### config.mk
export PLATFORM = sky130hd
export DESIGN_NAME = trisc_control_sequencer_flat
export DESIGN_NICKNAME = d
export VERILOG_FILES = /design/src/rtl/trisc_pkg.sv /design/src/rtl/trisc_control_sequencer_if.sv /design/src/rtl/trisc_control_sequencer.sv /design/src/flat_wrapper.sv
export SDC_FILE = /design/constraint.sdc
export NUM_CORES = 1
export LEC_CHECK = 0
export ABC_AREA = 1
export CORE_MARGIN = 4
export CORE_UTILIZATION = 40
export DETAILED_ROUTE_END_ITERATION = 10
export PLACE_DENSITY = 0.68
export REMOVE_ABC_BUFFERS = 1
export SYNTH_ARGS = -nofsm -noshare
export SYNTH_HDL_FRONTEND = slang
export SYNTH_SLANG_ARGS = --single-unit
export TNS_END_PERCENT = 30
### constraint.sdc
create_clock -name clk -period 11.7 [get_ports clk]
set_input_delay 1.17 -clock clk [delete_from_list [all_inputs] [get_ports clk]]
set_output_delay 1.17 -clock clk [all_outputs]
set_load 0.03 [all_outputs]
### src/rtl/trisc_pkg.sv
// Shared types and constants for the TRISC control sequencer.
// Holds the FSM state enum, ALU select codes, decoder bit indices and a one-hot check.
package trisc_pkg;

    typedef enum logic [2:0] {
        IDLE,
        F1,
        F2,
        DEC,
        EXR,
        EXW,
        HALT
    } state_e;

    localparam logic [1:0] ALU_PASS = 2'b00;
    localparam logic [1:0] ALU_ADD  = 2'b01;
    localparam logic [1:0] ALU_SUB  = 2'b10;
    localparam logic [1:0] ALU_XOR  = 2'b11;

    localparam int IDX_LDA = 0;
    localparam int IDX_SAT = 1;
    localparam int IDX_ADD = 2;
    localparam int IDX_SUB = 3;
    localparam int IDX_XOR = 4;
    localparam int IDX_INC = 5;
    localparam int IDX_CLR = 6;
    localparam int IDX_JMP = 7;
    localparam int IDX_JPZ = 8;
    localparam int IDX_JPN = 9;
    localparam int IDX_HLT = 10;

    localparam int DEC_W = 11;

    // True when exactly one decoder line is active.
    function automatic logic onehot11(input logic [DEC_W-1:0] v);
        int n;
        n = 0;
        for (int i = 0; i < DEC_W; i++) begin
            n += int'(v[i]);
        end
        return (n == 1);
    endfunction

endpackage

### src/rtl/trisc_control_sequencer_if.sv
// Decoder/datapath <-> sequencer bundle: decoded lines and flags in, strobes out.
// master: decoder/datapath side (drives dec_lines, flags); slave: the sequencer.
interface trisc_control_sequencer_if;
    import trisc_pkg::*;

    logic [DEC_W-1:0] dec_lines;
    logic             n_flag;
    logic             z_flag;

    logic             mar_ld_pc;
    logic             mar_ld_ir;
    logic             ir_ld;
    logic             pc_inc;
    logic             pc_ld;
    logic             mem_rd;
    logic             mem_wr;
    logic             acc_ld;
    logic             acc_clr;
    logic             acc_inc;
    logic [1:0]       alu_sel;

    modport master (
        output dec_lines, n_flag, z_flag,
        input  mar_ld_pc, mar_ld_ir, ir_ld, pc_inc, pc_ld,
        input  mem_rd, mem_wr, acc_ld, acc_clr, acc_inc, alu_sel
    );

    modport slave (
        input  dec_lines, n_flag, z_flag,
        output mar_ld_pc, mar_ld_ir, ir_ld, pc_inc, pc_ld,
        output mem_rd, mem_wr, acc_ld, acc_clr, acc_inc, alu_sel
    );

endinterface

### src/rtl/trisc_control_sequencer.sv
// TRISC control unit: fetch/decode/execute FSM driving all datapath strobes.
// Ports: clk, rst_n, start, bus (slave: dec_lines/flags in, strobes out), halted, illegal, instr_cnt.
module trisc_control_sequencer
    import trisc_pkg::*;
#(
    parameter int CNT_W = 16
) (
    input  logic                    clk,
    input  logic                    rst_n,
    input  logic                    start,
    trisc_control_sequencer_if.slave bus,
    output logic                    halted,
    output logic                    illegal,
    output logic [CNT_W-1:0]        instr_cnt
);

    state_e             state_q;
    logic [DEC_W-1:0]   op_q;
    logic               illegal_q;
    logic [CNT_W-1:0]   cnt_q;

    logic               legal;
    logic               rd_op;
    logic               wr_op;
    logic               retire;

    always_comb begin
        legal = onehot11(bus.dec_lines);
        rd_op = bus.dec_lines[IDX_LDA] | bus.dec_lines[IDX_ADD]
              | bus.dec_lines[IDX_SUB] | bus.dec_lines[IDX_XOR];
        wr_op = bus.dec_lines[IDX_SAT];
    end

    // Memory ops retire in their execute state, everything else
    // legal (including HLT) retires straight out of DEC.
    always_comb begin
        retire = 1'b0;
        unique case (state_q)
            DEC:      retire = legal & ~rd_op & ~wr_op;
            EXR, EXW: retire = 1'b1;
            default:  retire = 1'b0;
        endcase
    end

    always_ff @(posedge clk or negedge rst_n) begin
        if (!rst_n) begin
            state_q   <= IDLE;
            op_q      <= '0;
            illegal_q <= 1'b0;
            cnt_q     <= '0;
        end else begin
            unique case (state_q)
                IDLE: begin
                    if (start) state_q <= F1;
                end
                F1:  state_q <= F2;
                F2:  state_q <= DEC;
                DEC: begin
                    op_q <= bus.dec_lines;
                    if (!legal) begin
                        illegal_q <= 1'b1;
                        state_q   <= HALT;
                    end else if (bus.dec_lines[IDX_HLT]) begin
                        state_q <= HALT;
                    end else if (rd_op) begin
                        state_q <= EXR;
                    end else if (wr_op) begin
                        state_q <= EXW;
                    end else begin
                        state_q <= F1;
                    end
                end
                EXR, EXW: state_q <= F1;
                HALT: begin
                    if (start) begin
                        illegal_q <= 1'b0;
                        state_q   <= F1;
                    end
                end
                default: state_q <= IDLE;
            endcase
            if (retire && (cnt_q != {CNT_W{1'b1}})) begin
                cnt_q <= cnt_q + 1'b1;
            end
        end
    end

    // Strobes decode from the registered state; DEC additionally looks at
    // the live decoder lines and flags, so it is gated by legality.
    always_comb begin
        bus.mar_ld_pc = 1'b0;
        bus.mar_ld_ir = 1'b0;
        bus.ir_ld     = 1'b0;
        bus.pc_inc    = 1'b0;
        bus.pc_ld     = 1'b0;
        bus.mem_rd    = 1'b0;
        bus.mem_wr    = 1'b0;
        bus.acc_ld    = 1'b0;
        bus.acc_clr   = 1'b0;
        bus.acc_inc   = 1'b0;
        bus.alu_sel   = ALU_PASS;
        unique case (state_q)
            F1: bus.mar_ld_pc = 1'b1;
            F2: begin
                bus.mem_rd = 1'b1;
                bus.ir_ld  = 1'b1;
                bus.pc_inc = 1'b1;
            end
            DEC: begin
                if (legal) begin
                    unique case (1'b1)
                        rd_op, wr_op:               bus.mar_ld_ir = 1'b1;
                        bus.dec_lines[IDX_INC]:     bus.acc_inc   = 1'b1;
                        bus.dec_lines[IDX_CLR]:     bus.acc_clr   = 1'b1;
                        bus.dec_lines[IDX_JMP]:     bus.pc_ld     = 1'b1;
                        bus.dec_lines[IDX_JPZ]:     bus.pc_ld     = bus.z_flag;
                        bus.dec_lines[IDX_JPN]:     bus.pc_ld     = bus.n_flag;
                        default: ;
                    endcase
                end
            end
            EXR: begin
                bus.mem_rd = 1'b1;
                bus.acc_ld = 1'b1;
                unique case (1'b1)
                    op_q[IDX_ADD]: bus.alu_sel = ALU_ADD;
                    op_q[IDX_SUB]: bus.alu_sel = ALU_SUB;
                    op_q[IDX_XOR]: bus.alu_sel = ALU_XOR;
                    default:       bus.alu_sel = ALU_PASS;
                endcase
            end
            EXW: bus.mem_wr = 1'b1;
            default: ;
        endcase
    end

    assign halted    = (state_q == HALT);
    assign illegal   = illegal_q;
    assign instr_cnt = cnt_q;

endmodule
### src/flat_wrapper.sv
// flat-port wrapper written by rule: the top's interface ports become plain ports
module trisc_control_sequencer_flat import trisc_pkg::*;
#(
    parameter int CNT_W = 16
)
  (clk, rst_n, start, halted, illegal, instr_cnt, bus_dec_lines, bus_n_flag, bus_z_flag, bus_mar_ld_pc, bus_mar_ld_ir, bus_ir_ld, bus_pc_inc, bus_pc_ld, bus_mem_rd, bus_mem_wr, bus_acc_ld, bus_acc_clr, bus_acc_inc, bus_alu_sel);
  trisc_control_sequencer_if bus_i ();
  input  logic clk;
  input  logic rst_n;
  input  logic start;
  output logic halted;
  output logic illegal;
  output logic [CNT_W-1:0] instr_cnt;
  input wire logic [$bits(bus_i.dec_lines)-1:0] bus_dec_lines;
  input wire logic [$bits(bus_i.n_flag)-1:0] bus_n_flag;
  input wire logic [$bits(bus_i.z_flag)-1:0] bus_z_flag;
  output wire logic [$bits(bus_i.mar_ld_pc)-1:0] bus_mar_ld_pc;
  output wire logic [$bits(bus_i.mar_ld_ir)-1:0] bus_mar_ld_ir;
  output wire logic [$bits(bus_i.ir_ld)-1:0] bus_ir_ld;
  output wire logic [$bits(bus_i.pc_inc)-1:0] bus_pc_inc;
  output wire logic [$bits(bus_i.pc_ld)-1:0] bus_pc_ld;
  output wire logic [$bits(bus_i.mem_rd)-1:0] bus_mem_rd;
  output wire logic [$bits(bus_i.mem_wr)-1:0] bus_mem_wr;
  output wire logic [$bits(bus_i.acc_ld)-1:0] bus_acc_ld;
  output wire logic [$bits(bus_i.acc_clr)-1:0] bus_acc_clr;
  output wire logic [$bits(bus_i.acc_inc)-1:0] bus_acc_inc;
  output wire logic [$bits(bus_i.alu_sel)-1:0] bus_alu_sel;
  assign bus_i.dec_lines = bus_dec_lines;
  assign bus_i.n_flag = bus_n_flag;
  assign bus_i.z_flag = bus_z_flag;
  assign bus_mar_ld_pc = bus_i.mar_ld_pc;
  assign bus_mar_ld_ir = bus_i.mar_ld_ir;
  assign bus_ir_ld = bus_i.ir_ld;
  assign bus_pc_inc = bus_i.pc_inc;
  assign bus_pc_ld = bus_i.pc_ld;
  assign bus_mem_rd = bus_i.mem_rd;
  assign bus_mem_wr = bus_i.mem_wr;
  assign bus_acc_ld = bus_i.acc_ld;
  assign bus_acc_clr = bus_i.acc_clr;
  assign bus_acc_inc = bus_i.acc_inc;
  assign bus_alu_sel = bus_i.alu_sel;
  trisc_control_sequencer #(.CNT_W(CNT_W)) u_core (.clk(clk), .rst_n(rst_n), .start(start), .bus(bus_i), .halted(halted), .illegal(illegal), .instr_cnt(instr_cnt));
endmodule
Word level (Yosys, flattened, before mapping)
Index checks and enable logic that the tools add are counted.
- register bits after elaboration: 25
- bits in latches: 0
- memory bits (writable): 0
- bits in read-only memories: 0
- bits of input ports: 16
- logic and storage cells: 70
- memories: 0
- add/subtract/negate cells: 11
- multipliers: 0
- div/mod/pow operators: 0
- $lt $le $gt $ge: 0
- eq/ne operators: 11
- shift operators: 0
- multiplexer cells: 29
- bitwise logic cells: 7
- reductions and logical operators: 8
- operators by type and width (cell ; count):
    32-bit by 2-bit adder with 32-bit output ; 8
    32-bit by 2-bit equality test with 1-bit output (second input constant) ; 1
    1-bit 2-to-1 mux ; 18
    16-bit by 1-bit adder with 16-bit output (second input constant) ; 1
    16-bit inequality test (second input constant) ; 1
    3-bit 2-to-1 mux ; 5
    3-bit case mux with 5 select lines ; 1
    3-bit equality test (second input constant) ; 3
    2-bit OR reduction ; 4
    3-bit by 2-bit equality test with 1-bit output (second input constant) ; 2
    2-bit case mux with 3 select lines ; 1
    2-bit inequality test (second input constant) ; 2
    1-bit case mux with 2 select lines ; 2
    2-bit by 1-bit adder with 3-bit output ; 1
    3-bit by 1-bit equality test with 1-bit output (second input constant) ; 1
    3-bit zero test ; 1
    1-bit bitwise OR ; 3
    1-bit case mux with 3 select lines ; 1
    3-bit AND reduction ; 1
    1-bit by 1-bit adder with 2-bit output ; 1
    1-bit bitwise AND ; 2
    2-bit 2-to-1 mux ; 1
    2-bit by 1-bit inequality test with 1-bit output (second input constant) ; 1
    1-bit inverter ; 2
    2 further kinds ; 2

Logic depth before layout (Yosys ltp)
Gate-level depths: netlist (run 1).
- depth after elaboration: 15
- mapped depth: 19
- gate-level depth less buffers: 18

Least setup slack after synthesis (run 1)
No wires, ideal clock.
- path kind: in2out
- start: in bus_dec_lines[0]
- end: out bus_mar_ld_ir
- arrival: 4.875 ns
- required time: 10.530 ns
- setup slack: 5.655 ns
- cell stages on the path: 15
- buffers on the path: 0
- cells stage by stage: fa_1 inv_1 fa_1 fa_1 fa_1 inv_1 fa_1 inv_1 fa_1 nand2_1 nor2_1 nand2_1 nor2_1 nand3_1 a21oi_1
- word-level cells in the longest chain between the ends: 13
- elaborated cells between the ends (all ways): 18
- classes of those cells: add/sub (10); eq/ne (1); mux (3); bitwise (3); reduce/logical (1)
- RTL lines (what ; line ; text):
    start: declaration ; flat_wrapper.sv:14 ; input wire logic [$bits(bus_i.dec_lines)-1:0] bus_dec_lines;
    1-bit by 1-bit adder with 2-bit output ; trisc_pkg.sv:39 ; n += int'(v[i]);
    2-bit by 1-bit adder with 3-bit output ; trisc_pkg.sv:39 ;
    32-bit by 2-bit adder with 32-bit output (8 in a row) ; trisc_pkg.sv:39 ;
    32-bit by 2-bit equality test with 1-bit output ; trisc_pkg.sv:41 ; return (n == 1);
    1-bit 2-to-1 mux * ; trisc_control_sequencer.sv:110 ; if (legal) begin
    1-bit 2-to-1 mux * ; trisc_control_sequencer.sv:102 ; unique case (state_q)
    end: declaration ; flat_wrapper.sv:18 ; output wire logic [$bits(bus_i.mar_ld_ir)-1:0] bus_mar_ld_ir;
Mark *: on every way between the ends. The rest lies on a longest branch, timed or not.

Worst setup path in the final report (run 1)
Same ends and word-level chain as after synthesis.

==> results of run 1 <==
## flip-flops by register name (all words and copies together) (netlist names)
| register | count |
|---|---|
| u_core.illegal | 1 |
| u_core.instr_cnt | 16 |
| u_core.op_q | 3 |
| u_core.state_q | 3 |
## metal layers
layer  GRT usage, %  wire length [um]
met1           21.4              1880
met2           28.4              1930
met3           3.38               218
met4           7.11                74
met5              0                 0
## through the flow
step	util, %	cell area [um^2]	hold slack [ns]
final	55.3	2290	0.497
after global placement	54.2	2250	0.468
after detailed placement	54.2	2250	0.476
after global routing	55.3	2290	0.562
after floorplan	-	1730	0.454
after CTS	55.3	2290	0.498
## layout make-up
cell class	instances	area, um^2
clock buffers	3	41.3
clock inverters	1	5.00
fillers	408	1850
inverters	36	135
multi-input cells	184	1020
flip-flops and latches	23	576
well taps	50	62.6
repair buffers	45	450
## synth_stat cells, drive strengths merged
master  instances  area share (%)
buf             4             1.8
xnor2           1            0.50
dfrtp          23              33
ha              6             4.3
a21oi           4             1.1
nand3b          1            0.43
nor3            6             1.7
nand2          82              19
fa              7             7.9
inv            36             7.7
o21ai           8             2.3
nand3          27             7.7
nor2           29             7.6
nand4           7             2.5
o21bai          1            0.43
xor2            5             2.5
## layout by cell type (no fill, tap or decap), types with 2 or more instances in the layout
cell / Yosys / layout
o21ai_0: 7 / 7
nand3_1: 27 / 27
nor2_4: 3 / 3
nand4_1: 7 / 7
clkbuf_8: 0 / 3
fa_1: 7 / 7
nand2_4: 3 / 3
inv_2: 2 / 2
nor2_1: 25 / 25
nor3_1: 6 / 6
clkdlybuf4s50_1: 0 / 45
dfrtp_1: 23 / 23
inv_1: 34 / 34
a21oi_1: 4 / 4
xor2_1: 5 / 5
nand2_2: 3 / 3
ha_1: 6 / 6
nand2_1: 76 / 76
## power groups by stage
stage / Clock (mW) / Combinational (mW) / Sequential, mW
floorplan: 0 / 0.115 / 0.128
global placement: 0 / 0.192 / 0.119
detailed placement: 0 / 0.196 / 0.118
CTS: 0.0530 / 0.196 / 0.117
global route: 0.0560 / 0.217 / 0.121
finish: 0.0516 / 0.194 / 0.117
## path summary, 6_finish.rpt
path                       slack (ns)                    to  cells past startpoint                start
min reg2reg                      0.50        u_core.op_q[2]                      2       u_core.op_q[2]
max reg2reg                      9.89  u_core.instr_cnt[13]                      9  u_core.instr_cnt[0]
max in group asynchronous        9.63        u_core.illegal                      1                rst_n
max                              4.66         bus_mar_ld_ir                     17     bus_dec_lines[0]
min in group asynchronous        1.45   u_core.instr_cnt[5]                      1                rst_n
min                              0.50        u_core.op_q[2]                      2       u_core.op_q[2]
## worst max-delay path: cells and delay by family
family / cells / cell delay [ns]
fa+ha+maj: 6 / 2.57
buf+inv: 5 / 1.32
simple gates: 5 / 0.65
compound gates: 1 / 0.16
## cells by family after synthesis
family,count (synthesis),synth area share [%]
simple gates,152,39.0
buf+inv,40,9.43
flops,23,32.6
compound gates,13,3.83
fa+ha+maj,13,12.2
xor+xnor,6,2.98
==> metrics, run 1 <==
die area=5540 um^2; Remaining DRCs=0; Area Overhead vs Synth=29.9%; cts hold-fix bufs=0; Worst setup SP type=input pin; Slew headroom=31.7%; H-tree depth=1; CTS tree=built; Post-DP HPWL=3190 um; Tcrit/Tclk final=60.2%; CTS Sinks=23; Mapped Area=1770 um^2; syn avg cell area=7.15 um^2; sw frac=46.2%; clock network fraction of design power=14.2%; Antenna Cells=0; count of cell types in the netlist=24; status=completed; switching power=0.168 mW; WL final=4100 um; cts repair resizes=0; setup_tns=0 ns; Initial Util=42.6%; pwr/cell area=158 nW/um^2; Die Width=74.4 um; CP peak stage delay=0.69 ns; Die Ht=74.4 um; CTS Buf Count=3; clk buf depth=2; vias in the first global route=1691; Final Power=0.363 mW; pre-CTS setup slack=4.66 ns; core area=4140 um^2; Slew Limit Fails=0; Final Net Count=322; io pins=46; Setup Buffers After CTS=0; final cell count without fillers=342; GR Overflow Total=0; clk_lat worst skew=0.27 ns; Final ANT Viol Nets=0; initial antenna violation count=0; post-layout min period=7.04 ns; drt wl/cell=12.0 um; Crit Path Class=input pin to output pin; clock slew at reported path FFs=0.08 ns; vias per std cell=4.90; crit path max-delay cell type=clkdlybuf4s50_1; DR iter-0 viols=54; global-route wire length before repair=7330 um; CP max FO=5; Port Buffers=45; Crit path top cell by count=fa_1; Synth Instances=247; largest net degree at the start of global routing=24; crit-path cells=clkdlybuf4s50_1, fa_1, inv_1, fa_1, fa_1, fa_1, inv_1, fa_1, inv_1, fa_1, nand2_1, nor2_1, nand2_1, nor2_1, nand3_1, a21oi_1, clkdlybuf4s50_1; Max Cap Viol=0; total leakage power=1.11 nW; share of layout cells above drive strength 1=5.48%; combinational group share of total power=53.5%; YS warnings=0; Final Hold Vio Count=0; Required @ worst endpoint=10.53 ns; nature of the critical path endpoint=output pin; Slew @ Worst Pin=1.02 ns; GPL Wtd Cong=0.823; register bit total from synthesis=23; VDD IR max=143 uV; internal power=0.195 mW; post-synthesis sequential area ratio=32.6%; vias after detailed routing=1675; Setup-failing EPs final=0; RSZ-0062 raised after global routing=false; Cell Count Post-Placement=338; drt pass-1 iters=4; clk_skew=0.00671 ns; Worst EP arrival=5.87 ns; Seq pwr share=32.3%; worst min path class=flip-flop to flip-flop; Root Buffer=clkbuf_8; setup ws final=4.66 ns; gr usage total=17.0%; # rows=23; fmax=142 MHz
Note: power is estimated with default switching activity, not from simulation.
==> inputs of run 2 (changes only) <==
--- a/config.mk
+++ b/config.mk
@@ -9,7 +9,7 @@
 export CORE_MARGIN = 4
 export CORE_UTILIZATION = 40
 export DETAILED_ROUTE_END_ITERATION = 10
-export PLACE_DENSITY = 0.68
+export PLACE_DENSITY = 0.7
 export REMOVE_ABC_BUFFERS = 1
 export SYNTH_ARGS = -nofsm -noshare
 export SYNTH_HDL_FRONTEND = slang
==> constraint.sdc (replaced) <==
create_clock -name clk -period 5.75 [get_ports clk]
set_input_delay 0.575 -clock clk [delete_from_list [all_inputs] [get_ports clk]]
set_output_delay 0.575 -clock clk [all_outputs]
set_load 0.03 [all_outputs]
==> run 2 against run 1 <==
Compared with the run above:
- cell count increased by 0.29%
- final area increased by 0.11%
- setup slack got worse by 4.3 ns
- largest cell class unchanged
==> metrics, run 2 (same netlist as run 1, synthesis figures left out) <==
status=completed; Final Hold Vio Count=0 (unchanged); WHS Path Cells=2 (unchanged); worst min path class=flip-flop to flip-flop; Slew Limit Fails=0 (unchanged); Tcrit/Tclk final=93.2%; Area Overhead vs Synth=30.0%; combinational group share of total power=54.2% (+0.7 points); worst reg2reg path depth=9 (unchanged); cts hold-fix bufs=0 (unchanged); Setup-failing EPs final=0 (unchanged); Initial Util=42.6% (unchanged); max FFs per register=16 (unchanged); largest net degree at the start of global routing=24 (unchanged); internal power=0.400 mW (+110%); WL final=4100 um (about the same); Required @ worst endpoint=5.18 ns (-5.35 ns); vias after detailed routing=1686 (+0.66%); CP max FO=4 (-1); drt pass-1 iters=4 (unchanged); H-tree depth=1 (unchanged); clock network fraction of design power=13.7% (-0.5 points); Root Buffer=clkbuf_8; fmax=187 MHz; gr usage total=15.9% (-1.1 points); GR Overflow Total=0 (unchanged); global-route wire length before repair=6990 um (-4.6%); GPL Wtd Cong=0.864 (+5.0%); DR iter-0 viols=113 (+110%); vias in the first global route=1634 (-3.4%); share of layout cells above drive strength 1=6.83% (+1.3 points); # rows=23 (unchanged); Port Buffers=45 (unchanged); Seq pwr share=32.2% (about the same); Remaining DRCs=0 (unchanged); most frequent cells in the layout=nand2_1 (76), clkdlybuf4s50_1 (41), inv_1 (34), nand3_1 (27), nor2_1 (25); Antenna Cells=0 (unchanged); Max Cap Viol=0 (unchanged); Final ANT Viol Nets=0 (unchanged); Die Ht=74.4 um (unchanged); Worst EP arrival=4.79 ns (-1.08 ns); Post-DP HPWL=3210 um (+0.59%); hold slack=0.499 ns (+0.00217 ns); Final Core Density=55.4% (+0.060 points); clock slew at reported path FFs=0.08 ns (about the same); startpoint of the worst hold path=u_core.op_q[3]; Die Width=74.4 um (unchanged); Slew headroom=31.5% (-0.27 points); Setup Buffers After CTS=0 (unchanged); CP Launch Point=bus_dec_lines[0]; Crit Path Class=input pin to output pin; Slew @ Worst Pin=1.02 ns (+0.00397 ns); vias per std cell=4.92 (+0.36%); nature of the critical path endpoint=output pin; CTS tree=built; CTS Sinks=23 (unchanged); most common cell after layout, fill and taps aside=nand2_1; Worst setup SP type=input pin; post-layout min period=5.36 ns; total leakage power=1.14 nW (+2.7%); Final Power=0.740 mW (+100%); clk_skew=0.00165 ns (-0.00506 ns); clk_lat worst skew=0.26 ns (about the same); Filler cells=407 (-0.25%); Final Net Count=323 (+0.31%); io pins=46 (unchanged); pre-CTS setup slack=0.187 ns (-4.47 ns); sw frac=45.9% (-0.31 points); CTS Buf Count=3 (unchanged); R2R Path Start=u_core.instr_cnt[0]; VDD IR max=307 uV (+110%); setup_tns=0 ns (unchanged); initial antenna violation count=0 (unchanged); setup ws final=0.390 ns (-4.27 ns); core area=4140 um^2 (unchanged); switching power=0.340 mW (+100%); die area=5540 um^2 (unchanged); RSZ-0062 raised after global routing=false; clk buf depth=2 (unchanged); drt wl/cell=11.9 um (-0.34%); pwr/cell area=322 nW/um^2 (+100%)
run 2: cell types whose count changed in the layout (fill, tap and decap cells not counted), sizes merged:
cell,before,now
dlymetal6s2s,0,1
buf,0,4
clkdlybuf4s50,45,41
run 2: area by class of cell:
type                            count  area, um^2  share of cell area [%]
Multi-Input combinational cell    184        1020                    44.6
Clock inverter                      1        5.00                   0.218
Timing Repair Buffer               46         453                    19.7
Tap cell                           50        62.6                    2.72
Sequential cell                    23         576                    25.1
Inverter                           36         135                    5.89
Clock buffer                        3        41.3                    1.80
run 2: repair_timing:
item | in CTS | in global routing
endpoints found under the setup margin | 0 | 1
endpoints found under the hold margin | 0 | 0
gates resized for setup | 0 | 1
run 2: per-layer routing:
layer | routed length (um) | track usage (%)
met3 | 206 | 3.11
met5 | 0 | 0
met2 | 1970 | 27.2
met1 | 1890 | 20.6
met4 | 32 | 3.75
run 2: path summary, 6_finish.rpt:
kind                                             end  slack, ns
worst min-delay path                  u_core.op_q[3]       0.50
max in group asynchronous             u_core.illegal       4.27
worst max register to register  u_core.instr_cnt[13]       3.94
min in group asynchronous        u_core.instr_cnt[4]       0.87
worst max-delay path                   bus_mar_ld_ir       0.39
worst min register to register        u_core.op_q[3]       0.50
run 2: worst max-delay path, cell delays in order:
cell             delay (ns)
clkdlybuf4s50_1        0.44
fa_1                   0.55
inv_1                  0.05
fa_1                   0.45
fa_1                   0.51
fa_1                   0.41
inv_1                  0.08
fa_1                   0.18
inv_1                  0.06
fa_1                   0.49
nand2_1                0.05
nor2_1                 0.12
nand2_1                0.07
nor2_1                 0.14
buf_4                  0.15
nand3_1                0.12
a21oi_1                0.16
buf_4                  0.18
run 2: metrics by stage:
step                      instance area [um^2]  std cells
final                                     2300        343
after detailed placement                  2250        339
after floorplan                           1730        243
after global placement                    2250        339
after CTS                                 2290        343
after global routing                      2300        343
run 2: power by group through the flow:
| stage | Clock (mW) | Combinational, mW | Sequential (mW) |
|---|---|---|---|
| finish | 0.101 | 0.401 | 0.238 |
| global route | 0.110 | 0.442 | 0.246 |
| CTS | 0.103 | 0.406 | 0.238 |
| detailed placement | 0 | 0.404 | 0.241 |
| global placement | 0 | 0.394 | 0.241 |
| floorplan | 0 | 0.233 | 0.261 |
==> inputs of run 3 (changes only) <==
--- a/config.mk
+++ b/config.mk
@@ -8,6 +8,7 @@
 export ABC_AREA = 1
 export CORE_MARGIN = 4
 export CORE_UTILIZATION = 40
+export CTS_CLUSTER_SIZE = 10
 export DETAILED_ROUTE_END_ITERATION = 10
 export PLACE_DENSITY = 0.7
 export REMOVE_ABC_BUFFERS = 1
==> results of run 3 <==
No change in the layout: final DEF, timing and power equal those of run 2.
